### src/rtl/ps2_key_decoder_pkg.sv
// Shared definitions for the PS/2 key decoder: scan-code set 2 constants,
// frame FSM state encoding, held-key payload struct and a parity helper.
package ps2_key_decoder_pkg;

  // Game-control scan codes (set 2, non-extended)
  localparam logic [7:0] SC_W     = 8'h1D;
  localparam logic [7:0] SC_A     = 8'h1C;
  localparam logic [7:0] SC_S     = 8'h1B;
  localparam logic [7:0] SC_D     = 8'h23;
  localparam logic [7:0] SC_Z     = 8'h1A;
  localparam logic [7:0] SC_X     = 8'h22;
  localparam logic [7:0] SC_ENTER = 8'h5A;

  // Prefix bytes
  localparam logic [7:0] SC_BREAK = 8'hF0;
  localparam logic [7:0] SC_EXT   = 8'hE0;

  // Extended arrow-key codes (follow an E0 prefix)
  localparam logic [7:0] SC_UP    = 8'h75;
  localparam logic [7:0] SC_DOWN  = 8'h72;
  localparam logic [7:0] SC_LEFT  = 8'h6B;
  localparam logic [7:0] SC_RIGHT = 8'h74;

  // Frame FSM encoding
  localparam logic [1:0] ST_IDLE   = 2'd0;
  localparam logic [1:0] ST_DATA   = 2'd1;
  localparam logic [1:0] ST_PARITY = 2'd2;
  localparam logic [1:0] ST_STOP   = 2'd3;

  // Held-key levels
  typedef struct packed {
    logic up;
    logic down;
    logic left;
    logic right;
    logic shoot;
    logic bomb;
    logic enter;
  } key_levels_t;

  // Odd parity across data plus parity bit
  function automatic logic odd_parity_ok(input logic [7:0] data, input logic par);
    return ^{data, par};
  endfunction

endpackage

### src/rtl/ps2_frame_rx.sv
// PS/2 frame receiver: synchronises ps2_clk/ps2_data, detects ps2_clk falling
// edges, runs the start/data/parity/stop FSM and abandons stalled frames.
// Ports: clk, rstn (async active-low), clear (sync soft clear), ps2_clk,
//        ps2_data (async raw lines); byte_valid/byte_data (one-cycle good
//        byte), frame_err (one-cycle parity/stop/timeout error).
module ps2_frame_rx
  import ps2_key_decoder_pkg::*;
#(
  parameter int unsigned SYNC_STAGES    = 2,
  parameter int unsigned TIMEOUT_CYCLES = 200000
) (
  input  logic       clk,
  input  logic       rstn,
  input  logic       clear,
  input  logic       ps2_clk,
  input  logic       ps2_data,
  output logic       byte_valid,
  output logic [7:0] byte_data,
  output logic       frame_err
);

  localparam int unsigned CNT_W = $clog2(TIMEOUT_CYCLES + 1);

  logic [SYNC_STAGES-1:0] clk_sync_q, data_sync_q;
  logic                   clk_prev_q;
  logic [1:0]             state_q, state_d;
  logic [2:0]             bit_cnt_q, bit_cnt_d;
  logic [7:0]             shift_q, shift_d;
  logic                   par_ok_q, par_ok_d;
  logic [CNT_W-1:0]       cnt_q, cnt_d;
  logic                   byte_valid_d, frame_err_d;
  logic [7:0]             byte_data_d;
  logic                   clk_s, data_s, fall;

  assign clk_s  = clk_sync_q[SYNC_STAGES-1];
  assign data_s = data_sync_q[SYNC_STAGES-1];
  assign fall   = clk_prev_q & ~clk_s;

  // Synchronisers reset to the idle-high line level
  always_ff @(posedge clk or negedge rstn) begin
    if (!rstn) begin
      clk_sync_q  <= '1;
      data_sync_q <= '1;
      clk_prev_q  <= 1'b1;
    end else begin
      clk_sync_q  <= {clk_sync_q[SYNC_STAGES-2:0], ps2_clk};
      data_sync_q <= {data_sync_q[SYNC_STAGES-2:0], ps2_data};
      clk_prev_q  <= clk_s;
    end
  end

  // State and datapath registers
  always_ff @(posedge clk or negedge rstn) begin
    if (!rstn) begin
      state_q    <= ST_IDLE;
      bit_cnt_q  <= '0;
      shift_q    <= '0;
      par_ok_q   <= 1'b0;
      cnt_q      <= '0;
      byte_valid <= 1'b0;
      byte_data  <= '0;
      frame_err  <= 1'b0;
    end else begin
      state_q    <= state_d;
      bit_cnt_q  <= bit_cnt_d;
      shift_q    <= shift_d;
      par_ok_q   <= par_ok_d;
      cnt_q      <= cnt_d;
      byte_valid <= byte_valid_d;
      byte_data  <= byte_data_d;
      frame_err  <= frame_err_d;
    end
  end

  // Next-state logic; a same-cycle edge pre-empts the timeout
  always_comb begin
    state_d      = state_q;
    bit_cnt_d    = bit_cnt_q;
    shift_d      = shift_q;
    par_ok_d     = par_ok_q;
    byte_valid_d = 1'b0;
    byte_data_d  = byte_data;
    frame_err_d  = 1'b0;
    cnt_d        = cnt_q + CNT_W'(1);
    if (state_q == ST_IDLE || fall) cnt_d = '0;

    if (clear) begin
      state_d = ST_IDLE;
      cnt_d   = '0;
    end else if (fall) begin
      case (state_q)
        ST_IDLE: begin
          if (!data_s) begin
            state_d   = ST_DATA;
            bit_cnt_d = 3'd0;
          end
        end
        ST_DATA: begin
          shift_d   = {data_s, shift_q[7:1]};
          bit_cnt_d = bit_cnt_q + 3'd1;
          if (bit_cnt_q == 3'd7) state_d = ST_PARITY;
        end
        ST_PARITY: begin
          par_ok_d = odd_parity_ok(shift_q, data_s);
          state_d  = ST_STOP;
        end
        default: begin
          if (data_s && par_ok_q) begin
            byte_valid_d = 1'b1;
            byte_data_d  = shift_q;
          end else begin
            frame_err_d = 1'b1;
          end
          state_d = ST_IDLE;
        end
      endcase
    end else if (state_q != ST_IDLE && cnt_q == CNT_W'(TIMEOUT_CYCLES - 1)) begin
      state_d     = ST_IDLE;
      frame_err_d = 1'b1;
      cnt_d       = '0;
    end
  end

endmodule

### src/rtl/ps2_key_decoder.sv
// PS/2 scan-code set 2 decoder: tracks F0/E0 prefixes over received bytes and
// maintains held-key levels for the game controls plus a last-code report.
// Ports: clk, rstn (async active-low), clear (sync soft clear), ps2_clk,
//        ps2_data; key_* held levels, key_event pulse, last_code/last_ext/
//        last_break report, frame_err pulse.
// Build option: define ARROW_KEYS_EN to let extended arrow keys drive the
// direction outputs alongside WASD.
module ps2_key_decoder
  import ps2_key_decoder_pkg::*;
#(
  parameter int unsigned SYNC_STAGES    = 2,
  parameter int unsigned TIMEOUT_CYCLES = 200000
) (
  input  logic       clk,
  input  logic       rstn,
  input  logic       clear,
  input  logic       ps2_clk,
  input  logic       ps2_data,
  output logic       key_up,
  output logic       key_down,
  output logic       key_left,
  output logic       key_right,
  output logic       key_shoot,
  output logic       key_bomb,
  output logic       key_enter,
  output logic       key_event,
  output logic [7:0] last_code,
  output logic       last_ext,
  output logic       last_break,
  output logic       frame_err
);

  logic        byte_valid;
  logic [7:0]  byte_data;

  ps2_frame_rx #(
    .SYNC_STAGES   (SYNC_STAGES),
    .TIMEOUT_CYCLES(TIMEOUT_CYCLES)
  ) u_frame_rx (
    .clk       (clk),
    .rstn      (rstn),
    .clear     (clear),
    .ps2_clk   (ps2_clk),
    .ps2_data  (ps2_data),
    .byte_valid(byte_valid),
    .byte_data (byte_data),
    .frame_err (frame_err)
  );

  key_levels_t held_q, held_d, out_d;
  logic        brk_q, brk_d, ext_q, ext_d;
  logic        key_event_d, last_ext_d, last_break_d;
  logic [7:0]  last_code_d;
  logic        lvl;
`ifdef ARROW_KEYS_EN
  logic [3:0]  arrow_q, arrow_d;  // {up, down, left, right}
`endif

  assign lvl = ~brk_q;

  always_ff @(posedge clk or negedge rstn) begin
    if (!rstn) begin
      held_q     <= '0;
      brk_q      <= 1'b0;
      ext_q      <= 1'b0;
      key_event  <= 1'b0;
      last_code  <= '0;
      last_ext   <= 1'b0;
      last_break <= 1'b0;
      {key_up, key_down, key_left, key_right, key_shoot, key_bomb, key_enter} <= '0;
`ifdef ARROW_KEYS_EN
      arrow_q    <= '0;
`endif
    end else begin
      held_q     <= held_d;
      brk_q      <= brk_d;
      ext_q      <= ext_d;
      key_event  <= key_event_d;
      last_code  <= last_code_d;
      last_ext   <= last_ext_d;
      last_break <= last_break_d;
      {key_up, key_down, key_left, key_right, key_shoot, key_bomb, key_enter} <= out_d;
`ifdef ARROW_KEYS_EN
      arrow_q    <= arrow_d;
`endif
    end
  end

  // Prefix tracking and key mapping; clear overrides any same-cycle byte
  always_comb begin
    held_d       = held_q;
    brk_d        = brk_q;
    ext_d        = ext_q;
    key_event_d  = 1'b0;
    last_code_d  = last_code;
    last_ext_d   = last_ext;
    last_break_d = last_break;
`ifdef ARROW_KEYS_EN
    arrow_d      = arrow_q;
`endif
    if (clear) begin
      held_d = '0;
      brk_d  = 1'b0;
      ext_d  = 1'b0;
`ifdef ARROW_KEYS_EN
      arrow_d = '0;
`endif
    end else if (byte_valid) begin
      if (byte_data == SC_BREAK) begin
        brk_d = 1'b1;
      end else if (byte_data == SC_EXT) begin
        ext_d = 1'b1;
      end else begin
        last_code_d  = byte_data;
        last_ext_d   = ext_q;
        last_break_d = brk_q;
        key_event_d  = 1'b1;
        if (!ext_q) begin
          case (byte_data)
            SC_W:     held_d.up    = lvl;
            SC_S:     held_d.down  = lvl;
            SC_A:     held_d.left  = lvl;
            SC_D:     held_d.right = lvl;
            SC_Z:     held_d.shoot = lvl;
            SC_X:     held_d.bomb  = lvl;
            SC_ENTER: held_d.enter = lvl;
            default: ;
          endcase
        end else begin
          case (byte_data)
            SC_ENTER: held_d.enter = lvl;
`ifdef ARROW_KEYS_EN
            SC_UP:    arrow_d[3]   = lvl;
            SC_DOWN:  arrow_d[2]   = lvl;
            SC_LEFT:  arrow_d[1]   = lvl;
            SC_RIGHT: arrow_d[0]   = lvl;
`endif
            default: ;
          endcase
        end
        brk_d = 1'b0;
        ext_d = 1'b0;
      end
    end

    out_d = held_d;
`ifdef ARROW_KEYS_EN
    out_d.up    = held_d.up    | arrow_d[3];
    out_d.down  = held_d.down  | arrow_d[2];
    out_d.left  = held_d.left  | arrow_d[1];
    out_d.right = held_d.right | arrow_d[0];
`endif
  end

endmodule

### config.mk
export PLATFORM = sky130hd
export DESIGN_NAME = ps2_key_decoder
export DESIGN_NICKNAME = d
export VERILOG_FILES = /design/src/rtl/ps2_key_decoder_pkg.sv /design/src/rtl/ps2_frame_rx.sv /design/src/rtl/ps2_key_decoder.sv
export SDC_FILE = /design/constraint.sdc
export NUM_CORES = 1
export LEC_CHECK = 0
export ABC_CLOCK_PERIOD_IN_PS = 5200
export CORE_MARGIN = 5
export CORE_UTILIZATION = 62
export DETAILED_ROUTE_END_ITERATION = 7
export PLACE_DENSITY = 0.93
export SYNTH_ARGS = -nofsm -noshare
export SYNTH_HDL_FRONTEND = slang
export SYNTH_SLANG_ARGS = --single-unit
### constraint.sdc
create_clock -name clk -period 5.2 [get_ports clk]
set_input_delay 0.78 -clock clk [delete_from_list [all_inputs] [get_ports clk]]
set_output_delay 0.78 -clock clk [all_outputs]
set_load 0.05 [all_outputs]
==> flow_summary.json, run 1 <==
{
  "outcome": "finished clean",
  "drc_errors": 0,
  "path_clk_slew_ns": 0.07,
  "die_y_um": 80.4,
  "antenna_found_initial": 0,
  "seqCellArea_um2": 1680,
  "fin_ws_ns": 2.65,
  "peakVddDrop_mv": 0.202,
  "synth_top_cell_by_area": "dfrtp_1",
  "cts_resized": 0,
  "drt-pass1-iter-count": 5,
  "grt_pass1_wl_um": 9450,
  "cts_made_buffers": 9,
  "worstPathRequired_ns": 5.44,
  "synth_top_area_share": 0.505,
  "seq_area_frac_synth": 0.547,
  "p_per_area_nw_per_um2": 285,
  "vias": 2021,
  "min_period_ns": 2.55,
  "power_leakage_nw": 1.62,
  "htree_levels": 3,
  "synth_area_leaders": "dfrtp_1 (50%), mux2_2 (8.8%), dfstp_2 (4.3%)",
  "critPathLaunchType": "input port",
  "synthesis.nets": 267,
  "dpl.hpwl_um": 3710,
  "muxShareOfSynthArea": 0.104,
  "dpl_cell_area_um2": 3340,
  "synthSimpleGateAreaFrac": 0.172,
  "crit_path_end_kind": "register",
  "routedWlPerCell_um": 15.4,
  "syn2layout_area_growth_pct": 15.0,
  "initial_utilization": 0.647,
  "p_int_mw": 0.782,
  "final_area_um2": 3530,
  "tightest_slew_ns": 0.787,
  "core-area_um2": 4750,
  "fillers": 352,
  "totalWireLength_um": 5420,
  "totalPowerFinal_mw": 1.01,
  "drive_gt1_frac": 0.196,
  "cts_max_path_buffers": 2,
  "rsz0062_at_grt": "no",
  "dieArea_um2": 6470,
  "multi_input_area_um2": 1320,
  "drtIter0Drc": 113,
  "clkPwrFrac": 0.423,
  "grt_max_degree": 68,
  "synth_common_cells": "dfrtp_1 (62), mux2_2 (24), nor2_1 (24)",
  "skew_ns": 0.00861,
  "clock.fmax_mhz": 392,
  "max_cap_viol_count": 0,
  "postSynth.asyncResetShare": 1.00,
  "worst_ep_arrival_time_ns": 2.79,
  "place_inst": 337,
  "avgSynthCellArea_um2": 12.1,
  "synth_edf_count": 0,
  "postCtsHoldBufs": 0,
  "root_buffer": "clkbuf_8",
  "slew_headroom": 0.476,
  "crit_fanout": 13,
  "clk-insertion-delay-late_ns": 0.35,
  "crit_type": "input port to register",
  "yosys_register_bits": 67,
  "hold_violations": 0,
  "diodes": 0,
  "fin_cells": 353,
  "yosysMostFrequentCell": "dfrtp_1",
  "post_cts_buffers": 0,
  "die_w_um": 80.4,
  "synth_top_family_by_area": "simple AND/OR/NAND/NOR gates",
  "grt_pass1_vias": 2031,
  "ys_types": 50,
  "overflow": 0,
  "io_buffers": 23,
  "switchingPower_mw": 0.225,
  "cts.sinks": 67,
  "p_comb_frac": 0.043,
  "gp_congestion": 0.825,
  "io_pins": 24,
  "final_antenna_net_count": 0,
  "num_rows": 25,
  "syn_inst": 255,
  "hold_path.class": "register to register",
  "dp_slack_ns": 2.27,
  "final_core_util": 0.743,
  "syn_area_um2": 3070,
  "setup-tns-final_ns": 0,
  "ys_warn_count": 0,
  "fin_nets": 293,
  "cts_tree": "done",
  "finalSetupViolations": 0,
  "synth_ff_type": "dfrtp_1",
  "synth_xor_area_frac": 0.0586,
  "swShare": 0.223,
  "power_frac_seq": 0.534,
  "synth_compound_area_frac": 0.0643,
  "via_per_inst": 5.73,
  "drv_slew": 0,
  "timing.hold.ws_ns": 0.356,
  "synthAdderAreaFrac": 0.0285,
  "period_share": 0.491,
  "grt_usage": 0.196
}
[state kept, by name (all words and copies together), names as in the netlist, 2 cells and up]
signal / cells
held_q: 7
u_frame_rx.state_q: 2
u_frame_rx.bit_cnt_q: 3
u_frame_rx.shift_q: 8
last_code: 8
u_frame_rx.clk_sync_q: 2
u_frame_rx.byte_data: 8
u_frame_rx.data_sync_q: 2
u_frame_rx.cnt_q: 18
[per-layer routing]
| layer | GRT usage | wire length [um] |
|---|---|---|
| met1 | 0.239 | 2330 |
| met2 | 0.311 | 2720 |
| met3 | 0.0639 | 262 |
| met4 | 0.0946 | 108 |
| met5 | 0 | 0 |
[cell families (layout without fill, tap and decap cells)]
family,after synthesis,count (layout)
xor gates and xnor gates,19,19
and+or+nand+nor,87,87
buffers and inverters,16,47
AOI/OAI and AO/OA,30,30
adders and majority gates,7,7
muxes,29,29
DFF,67,67
[worst paths after layout]
| path | from | to | cells after the start | slack, ns |
|---|---|---|---|---|
| min in group asynchronous | rstn | last_code[3] | 2 | 0.60 |
| max reg2reg | u_frame_rx.cnt_q[0] | u_frame_rx.cnt_q[10] | 5 | 3.18 |
| min reg2reg | u_frame_rx.data_sync_q[0] | u_frame_rx.data_sync_q[1] | 0 | 0.36 |
| max in group asynchronous | rstn | u_frame_rx.cnt_q[17] | 2 | 4.09 |
| max | clear | u_frame_rx.byte_data[6] | 4 | 2.65 |
| min | u_frame_rx.data_sync_q[0] | u_frame_rx.data_sync_q[1] | 0 | 0.36 |
[power by group through the flow]
stage          Combinational (mW)  Clock [mW]  Sequential (mW)
3_3_place_gp               0.0428           0            0.547
4_1_cts                    0.0443       0.431            0.538
5_1_grt                    0.0486       0.458            0.539
3_5_place_dp               0.0441           0            0.548
6_report                   0.0431       0.425            0.538
2_1_floorplan              0.0274           0            0.545
[layout make-up]
class                           instances  area share
Clock buffer                           11      0.0400
Clock inverter                          5      0.0149
Inverter                                7     0.00743
Multi-Input combinational cell        172       0.372
Sequential cell                        67       0.476
Tap cell                               67      0.0237
Timing Repair Buffer                   24      0.0658
[cells in the final DEF (no fill, tap or decap), drive strengths merged, types with 2 or more instances in the layout]
cell type	synthesis	layout
o22a	2	2
nand4b	2	2
dfstp	5	5
nor2	24	24
mux2i	5	5
nor2b	3	3
buf	7	2
clkbuf	2	11
o211ai	2	2
nand4	10	10
inv	7	7
o31ai	2	2
clkinv	0	3
nor4b	2	2
a21oi	8	8
a22o	2	2
ha	7	7
dfrtp	62	62
nor3b	2	2
nand2b	3	3
xnor2	6	6
clkdlybuf4s50	0	22
o21ai	9	9
and3	4	4
xor2	12	12
mux2	24	24
and2	3	3
nand3	9	9
a211oi	2	2
or3	5	5
and4	4	4
nand2	10	10
[critical path: stages]
cell and delay (ns):
clkdlybuf4s50_1 0.66, nor3b_2 0.46, and4_1 0.50, mux2_2 0.38
(Power assumes the default switching activity.)
==> run 2, diff against run 1 <==
- ABC_CLOCK_PERIOD_IN_PS: 5200 -> 2600
- CORE_UTILIZATION: 62 -> 58
- PLACE_DENSITY: 0.93 -> 0.88
- clock period: 5.2 -> 2.6 ns (I/O delays scaled with it)
==> flow_summary.json, run 2 (synthesis gave the netlist of run 1 again) <==
{
  "cts.sinks": 67,
  "crit_type": "register to register",
  "final_common_cell": "dfrtp_1",
  "rr_endpoint": "u_frame_rx.cnt_q[8]",
  "num_rows": 26,
  "drc_errors": 0,
  "final_antenna_net_count": 0,
  "hold_path.class": "input port to asynchronous set/reset pin",
  "initial_utilization": 0.598,
  "post_cts_buffers": 0,
  "rsz0062_at_grt": "no",
  "skew_ns": 0.0126,
  "switchingPower_mw": 0.437,
  "grt_pass1_wl_um": 10200,
  "drtIter0Drc": 89,
  "drt-pass1-iter-count": 4,
  "p_per_area_nw_per_um2": 584,
  "gp_congestion": 0.831,
  "io_pins": 24,
  "cts_made_buffers": 9,
  "overflow": 0,
  "clkPwrFrac": 0.440,
  "postCtsHoldBufs": 0,
  "cts_max_path_buffers": 2,
  "period_share": 0.791,
  "cts_resized": 0,
  "die_y_um": 82.8,
  "clock.fmax_mhz": 486,
  "outcome": "finished clean",
  "place_inst": 342,
  "vias": 2050,
  "critPathLaunchType": "register",
  "fin_cells": 358,
  "core-area_um2": 5140,
  "totalWireLength_um": 5880,
  "r2r_slack_ns": 0.54,
  "final_cell_mix": "dfrtp_1 (62), nor2_1 (24), mux2_2 (24)",
  "max_cap_viol_count": 0,
  "clk-insertion-delay-late_ns": 0.35,
  "fin_nets": 295,
  "grt_pass1_vias": 2118,
  "power_leakage_nw": 1.64,
  "drv_slew": 0,
  "tightest_slew_ns": 0.810,
  "hold_violations": 0,
  "slew_headroom": 0.460,
  "worstPathRequired_ns": 2.78,
  "cts_tree": "done",
  "worstReg2RegStart": "u_frame_rx.cnt_q[0]",
  "drive_gt1_frac": 0.198,
  "dpl.hpwl_um": 3960,
  "htree_levels": 3,
  "grt_usage": 0.186,
  "finalSetupViolations": 0,
  "antenna_found_initial": 0,
  "path_clk_slew_ns": 0.07,
  "io_buffers": 23,
  "p_int_mw": 1.65,
  "grt_max_degree": 68,
  "swShare": 0.209,
  "diodes": 0,
  "p_comb_frac": 0.044,
  "largest_reg_flops": 18,
  "largest_register": "u_frame_rx.cnt_q",
  "crit_path_end_kind": "register",
  "die_w_um": 82.8,
  "setup-tns-final_ns": 0,
  "root_buffer": "clkbuf_8",
  "worst_r2r_path_depth": 5,
  "min_period_ns": 2.06,
  "power_frac_seq": 0.516,
  "worst_ep_arrival_time_ns": 2.24,
  "via_per_inst": 5.73,
  "dieArea_um2": 6860,
  "routedWlPerCell_um": 16.4,
  "syn2layout_area_growth_pct": 16.3,
  "peakVddDrop_mv": 0.421,
  "crit_fanout": 18
}
-- run 2: changes by cell type in the layout (fill, tap and decap cells not counted) --
cell,delta
buf_4,+2
clkbuf_1,+1
clkbuf_8,+3
clkinv_2,-3
clkinvlp_4,-1
-- run 2: worst max-delay path by stage --
stage	slack [ns]	end	startpoint	cells past startpoint
after floorplan	0.96	u_frame_rx.byte_data[0]	u_frame_rx.clk_prev_q	4
after global placement	0.50	last_code[3]	clear	5
after detailed placement	0.42	last_code[3]	clear	5
after CTS	0.55	u_frame_rx.cnt_q[8]	u_frame_rx.cnt_q[0]	5
after global routing	0.37	u_frame_rx.cnt_q[8]	u_frame_rx.cnt_q[0]	5
final	0.54	u_frame_rx.cnt_q[8]	u_frame_rx.cnt_q[0]	5
-- run 2: critical path, stage by stage (launching register included) --
cell and delay [ns]:
dfrtp_1 0.39, ha_1 0.20, and3_1 0.32, nand3_1 0.18, o21ai_2 0.65, nor2_1 0.15
-- run 2: layout make-up --
cell class                      count  area (um^2)
Sequential cell                    67         1680
Fill cell                         367         1560
Multi-Input combinational cell    172         1320
Timing Repair Buffer               26          248
Clock buffer                       15          186
Tap cell                           70         87.6
Clock inverter                      1         30.0
Inverter                            7         26.3
-- run 2: power groups by stage --
| stage | clock, mW | combinational, mW | sequential, mW |
|---|---|---|---|
| final | 0.919 | 0.0924 | 1.08 |
| after global routing | 0.987 | 0.105 | 1.08 |
| after CTS | 0.936 | 0.0941 | 1.08 |
| after detailed placement | 0 | 0.0932 | 1.10 |
| after global placement | 0 | 0.0889 | 1.09 |
| after floorplan | 0 | 0.0547 | 1.09 |
-- run 2: through the flow --
stage | area, um^2 | setup WS [ns] | power [mW] | hold slack, ns | utilization
after global routing | 3580 | 0.367 | 2.17 | 0.292 | 0.696
after global placement | 3360 | 0.504 | 1.18 | 0.346 | 0.654
final | 3580 | 0.544 | 2.09 | 0.219 | 0.696
after floorplan | 3070 | 0.960 | 1.15 | 0.0944 | -
after CTS | 3580 | 0.548 | 2.11 | 0.250 | 0.696
after detailed placement | 3360 | 0.420 | 1.19 | 0.347 | 0.654
-- run 2: layer usage --
layer | wire [um] | track usage
met1 | 2510 | 0.222
met2 | 3020 | 0.311
met3 | 233 | 0.0554
met4 | 106 | 0.0832
met5 | 0 | 0
==> run 3, diff against run 2 <==
- ABC_CLOCK_PERIOD_IN_PS: 2600 -> 1770
- CORE_UTILIZATION: 58 -> 52
- PLACE_DENSITY: 0.88 -> 0.84
- clock period: 2.6 -> 1.77 ns (I/O delays scaled with it)
==> flow_summary.json, run 3 (synthesis gave the netlist of run 1 again) <==
{
  "outcome": "finished clean",
  "largest_register": "u_frame_rx.cnt_q",
  "peakVddDrop_mv": 0.559,
  "grt_pass1_vias": 2178,
  "hold_path.class": "input port to register",
  "critPathLaunchType": "register",
  "power_leakage_nw": 1.89,
  "dpl.hpwl_um": 3980,
  "drt-pass1-iter-count": 4,
  "worst_ep_arrival_time_ns": 1.46,
  "r2r_slack_ns": 0.09,
  "min_period_ns": 1.72,
  "path_clk_slew_ns": 0.07,
  "hold_violations": 0,
  "crit_path_end_kind": "primary output",
  "finalSetupViolations": 0,
  "p_int_mw": 2.46,
  "totalWireLength_um": 5840,
  "final_common_cell": "dfrtp_1",
  "cts_max_path_buffers": 2,
  "slew_headroom": 0.655,
  "cp_cell_sequence": "clkdlybuf4s50_1",
  "switchingPower_mw": 0.670,
  "core-area_um2": 5850,
  "p_per_area_nw_per_um2": 824,
  "cts_tree": "done",
  "grt_max_degree": 68,
  "swShare": 0.214,
  "io_pins": 24,
  "syn2layout_area_growth_pct": 23.5,
  "worstPathRequired_ns": 1.50,
  "startpoint": "u_frame_rx.frame_err",
  "grt_usage": 0.174,
  "drive_gt1_frac": 0.271,
  "cp_top_family": "buffers and inverters",
  "via_per_inst": 5.49,
  "clkPwrFrac": 0.450,
  "routedWlPerCell_um": 15.2,
  "root_buffer": "clkbuf_8",
  "overflow": 0,
  "diodes": 0,
  "max_cap_viol_count": 0,
  "hold_end": "u_frame_rx.data_sync_q[0]",
  "drv_slew": 0,
  "hold-path-cell-count": 1,
  "die_y_um": 86.9,
  "drc_errors": 0,
  "htree_levels": 3,
  "final_core_util": 0.649,
  "crit_slowest_cell": "clkdlybuf4s50_1",
  "clock.fmax_mhz": 580,
  "initial_utilization": 0.525,
  "drtIter0Drc": 121,
  "antenna_found_initial": 0,
  "worstPathBufferInverterCount": 1,
  "crit_type": "register to primary output",
  "period_share": 0.974,
  "die_w_um": 86.9,
  "rr_endpoint": "last_code[2]",
  "vias": 2115,
  "cts.sinks": 67,
  "grt_pass1_wl_um": 10100,
  "p_comb_frac": 0.046,
  "num_rows": 28,
  "worst_r2r_path_depth": 5,
  "clk-insertion-delay-late_ns": 0.35,
  "tightest_slew_ns": 0.515,
  "skew_ns": 0.0110,
  "final_cell_mix": "dfrtp_1 (62), nor2_1 (24), mux2_2 (24), buf_4 (24)",
  "cts_made_buffers": 9,
  "place_inst": 367,
  "largest_reg_flops": 18,
  "final_antenna_net_count": 0,
  "io_buffers": 23,
  "gp_congestion": 0.827,
  "fin_nets": 317,
  "cpPeakStageDelay_ns": 0.80,
  "hold_start": "ps2_data",
  "fin_cells": 385,
  "power_frac_seq": 0.504,
  "dieArea_um2": 7550,
  "rsz0062_at_grt": "yes",
  "crit_fanout": 1,
  "worstReg2RegStart": "u_frame_rx.byte_data[6]"
}
-- run 3: cell types whose count changed in the layout (fill, tap and decap cells not counted), moves of 3 or more --
cell,previous run,this run
buf_12,0,3
buf_4,3,24
clkbuf_8,13,10
clkdlybuf4s50_1,22,4
dlygate4sd2_1,0,12
dlymetal6s2s_1,0,3
-- run 3: layout make-up --
class / count / area (um^2)
Clock inverter: 4 / 73.8
Clock buffer: 12 / 145
Fill cell: 461 / 2050
Sequential cell: 67 / 1680
Multi-Input combinational cell: 172 / 1340
Inverter: 7 / 26.3
Tap cell: 75 / 93.8
Timing Repair Buffer: 48 / 438
-- run 3: what timing repair did --
item	CTS	global route
setup endpoints to repair	30	23
hold endpoints to repair	62	0
pin swaps	0	1
hold buffers	1	0
setup buffers	0	1
gates resized for setup	13	6
-- run 3: worst max-delay path by stage --
stage / end / slack (ns) / depth (start not counted)
after global placement: u_frame_rx.byte_data[2] / -0.04 / 5
after global routing: last_code[2] / -0.009 / 5
after floorplan: u_frame_rx.byte_data[0] / 0.13 / 4
final: frame_err / 0.05 / 1
after CTS: key_shoot / 0.004 / 1
after detailed placement: u_frame_rx.byte_data[7] / -0.09 / 5
-- run 3: routing by layer --
metal / GRT usage / part of all wire
met3: 0.0482 / 0.051
met1: 0.222 / 0.45
met5: 0 / 0
met2: 0.280 / 0.48
met4: 0.0737 / 0.017
-- run 3: metrics by stage --
step	hold WS (ns)	worst slack [ns]	setup TNS [ns]	cell area [um^2]	total power, mW
3_5_place_dp	0.310	-0.0882	-1.63	3550	1.75
4_1_cts	0.310	0.00358	0	3770	3.16
3_3_place_gp	0.306	-0.0440	-0.466	3550	1.74
5_1_grt	0.311	-0.00864	-0.0227	3800	3.26
2_1_floorplan	-0.0301	0.130	0	3070	1.68
6_report	0.324	0.0466	0	3800	3.13
-- run 3: power by group through the flow --
| stage | registers (mW) | logic (mW) | clock network, mW |
|---|---|---|---|
| global route | 1.58 | 0.164 | 1.52 |
| floorplan | 1.60 | 0.0804 | 0 |
| finish | 1.58 | 0.144 | 1.41 |
| detailed placement | 1.61 | 0.141 | 0 |
| global placement | 1.61 | 0.137 | 0 |
| CTS | 1.58 | 0.144 | 1.44 |
==> RTL edit 1, RTL diff (config.mk and constraints of run 2) <==
`SYNC_STAGES` is set to 2 in 2 places; all go to 4.
--- a/src/rtl/ps2_frame_rx.sv
+++ b/src/rtl/ps2_frame_rx.sv
@@ -6,7 +6,7 @@
 module ps2_frame_rx
   import ps2_key_decoder_pkg::*;
 #(
-  parameter int unsigned SYNC_STAGES    = 2,
+  parameter int unsigned SYNC_STAGES    = 4,
   parameter int unsigned TIMEOUT_CYCLES = 200000
 ) (
   input  logic       clk,
--- a/src/rtl/ps2_key_decoder.sv
+++ b/src/rtl/ps2_key_decoder.sv
@@ -8,7 +8,7 @@
 module ps2_key_decoder
   import ps2_key_decoder_pkg::*;
 #(
-  parameter int unsigned SYNC_STAGES    = 2,
+  parameter int unsigned SYNC_STAGES    = 4,
   parameter int unsigned TIMEOUT_CYCLES = 200000
 ) (
   input  logic       clk,
Formal check against the unedited RTL: same outputs for any inputs over 10 cycles, from zero or initial values and one cycle with rstn low; that may be too few to reach the edited logic, so the function may still have changed.
==> RTL edit 1 against run 2 <==
  * Worst setup slack gained 0.12 ns
  * Via count shrank 1.7%
  * Wire length shrank 6.5%
  * Area after synthesis grew 3.7%
  * Fmax grew 6.3%
  * Core utilization shrank 2.6 points
  * Combinational power is essentially flat
  * Total power shrank 4.8%
  * Sequential power grew 6%
  * Sequential cell count grew 4
  * Cell area grew 1.9%
  * Largest cell class unchanged
==> RTL edit 1: results <==
export IMPL_place_hpwl_mm=3.72
export IMPL_synth_area_leaders="dfrtp_1, dfstp_2, mux2_1"
export IMPL_reg2reg_to="last_code[3]$_DFFE_PN0P_"
export IMPL_nets=300
export IMPL_grtUsageMet1_pct=21.2
export IMPL_routed_wl_mm=5.49
export IMPL_reg2regPathDepth=4
export IMPL_grt_pass1_wl_mm=9.67
export IMPL_syn_nets=271
export IMPL_peakVddDrop_uv=324
export IMPL_crit_fanout=12
export IMPL_ys_seq_area_share_pct=56.1
export IMPL_synthXorXnorAreaFrac_pct=5.65
export IMPL_worst_pin_slew_ns=0.847
export IMPL_pre_cts_slack_ns=0.431
export IMPL_fin_skew_ns=0.00882
export IMPL_gp_congestion=0.866
export IMPL_met3_length_um=258
export IMPL_nFillCells=403
export IMPL_worstReg2RegStart="u_frame_rx.byte_data[0]$_DFFE_PN0P_"
export IMPL_syn_to_final_growth_pct=14.4
export IMPL_first_global_vias=2070
export IMPL_p_leak_nw=1.67
export IMPL_synth_compound_area_share_pct=6.05
export IMPL_yosysUniqueCellTypes=53
export IMPL_use_met2_pct=28.2
export IMPL_rrSetupSlack_ns=0.67
export IMPL_power_switching_share_pct=22.4
export IMPL_post_drt_wl_per_cell_um=15.0
export IMPL_hold_slack_ns=0.240
export IMPL_max_stage_delay_ns=0.50
export IMPL_post_route_min_period_ns=1.93
export IMPL_met3_usage_pct=4.94
export IMPL_synthMuxAreaShare_pct=10.1
export IMPL_critPathArrivalTime_ns=2.15
export IMPL_status="complete, no violations"
export IMPL_first_iter_violations=67
export IMPL_syn_avg_cell_area_um2=12.3
export IMPL_grtUsageTotal_pct=17.2
export IMPL_worst_path_max_delay_cell="dfrtp_1"
export IMPL_drive_gt1_share_pct=16.4
export IMPL_grt_max_degree=72
## RTL edit 1: changes by cell type after synthesis, sizes merged
cell and delta:
dfstp +4, a22oi -1, o21ai -1, nand4 +2, and3 -1, o211ai +1
## RTL edit 1: power by group through the flow
| stage | combinational (mW) | clock (mW) | sequential (mW) |
|---|---|---|---|
| finish | 0.0922 | 0.751 | 1.14 |
| global route | 0.104 | 0.830 | 1.14 |
| CTS | 0.0943 | 0.777 | 1.14 |
| floorplan | 0.0551 | 0 | 1.16 |
| detailed placement | 0.0940 | 0 | 1.16 |
| global placement | 0.0918 | 0 | 1.16 |
## RTL edit 1: final cells by class
class / count / share of cell area [%]
tap: 72 / 2.47
clock buffer: 13 / 4.09
timing repair buffer: 27 / 7.00
sequential: 71 / 49.1
inverter: 7 / 0.721
multi-input combinational: 172 / 36.1
clock inverter: 3 / 0.515
==> RTL edit 2, RTL diff (flow settings as in run 2) <==
Made on the original files. Make the reset (`rstn`) synchronous in 3 clocked blocks. Comments in the files are not updated.
--- a/src/rtl/ps2_frame_rx.sv
+++ b/src/rtl/ps2_frame_rx.sv
@@ -37,7 +37,7 @@
   assign fall   = clk_prev_q & ~clk_s;
 
   // Synchronisers reset to the idle-high line level
-  always_ff @(posedge clk or negedge rstn) begin
+  always_ff @(posedge clk) begin
     if (!rstn) begin
       clk_sync_q  <= '1;
       data_sync_q <= '1;
@@ -50,7 +50,7 @@
   end
 
   // State and datapath registers
-  always_ff @(posedge clk or negedge rstn) begin
+  always_ff @(posedge clk) begin
     if (!rstn) begin
       state_q    <= ST_IDLE;
       bit_cnt_q  <= '0;
--- a/src/rtl/ps2_key_decoder.sv
+++ b/src/rtl/ps2_key_decoder.sv
@@ -58,7 +58,7 @@
 
   assign lvl = ~brk_q;
 
-  always_ff @(posedge clk or negedge rstn) begin
+  always_ff @(posedge clk) begin
     if (!rstn) begin
       held_q     <= '0;
       brk_q      <= 1'b0;
Behaviour: same outputs for any inputs over 10 cycles, from zero or initial values and one cycle with rstn low; that may be too few to reach the edited logic, so the function may still have changed.
==> RTL edit 2 against run 2 <==
  * Die area is 4.9% lower
  * First-iteration DRC count is 7.9% lower
  * Cell area is 5.4% lower
  * Critical path depth is 2 higher
  * Highest routed layer unchanged
  * Worst setup slack worse by 0.012 ns
  * Wire length is 7.1% lower
  * Area after synthesis is 5.6% lower
  * Critical path type unchanged
  * Global-route usage is 0.43 points higher
  * Count of clock-buffer cells in the layout is 4 lower
  * Sequential cell count stayed put
Power is not compared: it rests on default switching activity, and its combinational part moved more than twofold at a synthesized area within 25%.
==> RTL edit 2: results <==
export IMPL_status="complete, no violations"
export IMPL_inverters=9
export IMPL_clockBufferCount=11
export IMPL_grt_max_degree=37
export IMPL_grtUsageTotal_pct=19.0
export IMPL_worst_path_max_delay_cell="a2111oi_0"
export IMPL_multi_input_gates=223
export IMPL_yosysUniqueCellTypes=40
export IMPL_nets=348
export IMPL_use_met2_pct=29.5
export IMPL_gp_congestion=0.839
export IMPL_drive_gt1_share_pct=7.04
export IMPL_first_iter_violations=82
export IMPL_synth_compound_area_share_pct=5.39
export IMPL_wl_met1_mm=2.60
export IMPL_crit_fanout=5
export IMPL_critPathArrivalTime_ns=2.34
export IMPL_synthXorXnorAreaFrac_pct=7.41
export IMPL_critPathTopFamily="compound AO/OA/AOI/OAI gates"
export IMPL_endpoint="u_frame_rx.state_q[1]$_SDFFE_PP0P_"
export IMPL_met3_length_um=231
export IMPL_grtUsageMet1_pct=24.1
export IMPL_grt_pass1_wl_mm=9.45
export IMPL_slew_headroom_pct=59.2
export IMPL_met3_usage_pct=4.10
export IMPL_nFillCells=370
export IMPL_async_flop_share_pct=0
export IMPL_final_clk_cell_share_pct=5.73
export IMPL_synth_area_leaders="dfxtp_1, mux2i_1, nand2_1"
export IMPL_fin_skew_ns=0.00916
export IMPL_first_global_vias=2067
export IMPL_syn_nets=319
export IMPL_synthAdderAreaFrac_pct=3.02
export IMPL_multi_input_area_share_pct=43.7
export IMPL_post_drt_wl_per_cell_um=13.4
export IMPL_synth_common_cells="dfxtp_1, nand2_1, nor2_1"
export IMPL_reg2regPathDepth=7
export IMPL_synth_main_ff_cell="dfxtp_1"
export IMPL_max_stage_delay_ns=0.53
export IMPL_synthMuxAreaShare_pct=8.97
export IMPL_clk_path_buf_depth=2
export IMPL_regArea_um2=1340
export IMPL_buffer_area_share_pct=7.47
==> RTL edit 2: cell types whose count changed after synthesis, moves of 6 or more <==
| cell | change |
|---|---|
| mux2i_1 | +21 |
| nor2b_1 | +18 |
| dfxtp_1 | +67 |
| mux2_2 | -24 |
| nand2_1 | +25 |
| nor2_1 | +11 |
| dfrtp_1 | -62 |
| xnor2_1 | +6 |
| o21ai_0 | -6 |
| a21boi_0 | +10 |
==> RTL edit 2: through the flow <==
stage	setup WS, ns	cell area (um2)	hold WS [ns]	utilization [%]	instances
floorplan	0.929	2900	0.386	-	307
finish	0.532	3380	0.413	70.7	408
detailed placement	0.462	3190	0.398	66.6	392
CTS	0.581	3380	0.416	70.7	408
global placement	0.517	3190	0.389	66.6	392
global route	0.411	3380	0.427	70.7	408
==> RTL edit 2: power breakdown <==
| group | switching [mW] | internal [mW] | total [mW] |
|---|---|---|---|
| Clock | 0.380 | 0.464 | 0.844 |
| Sequential | 0.00205 | 1.03 | 1.03 |
| Combinational | 0.0173 | 0.0178 | 0.0351 |
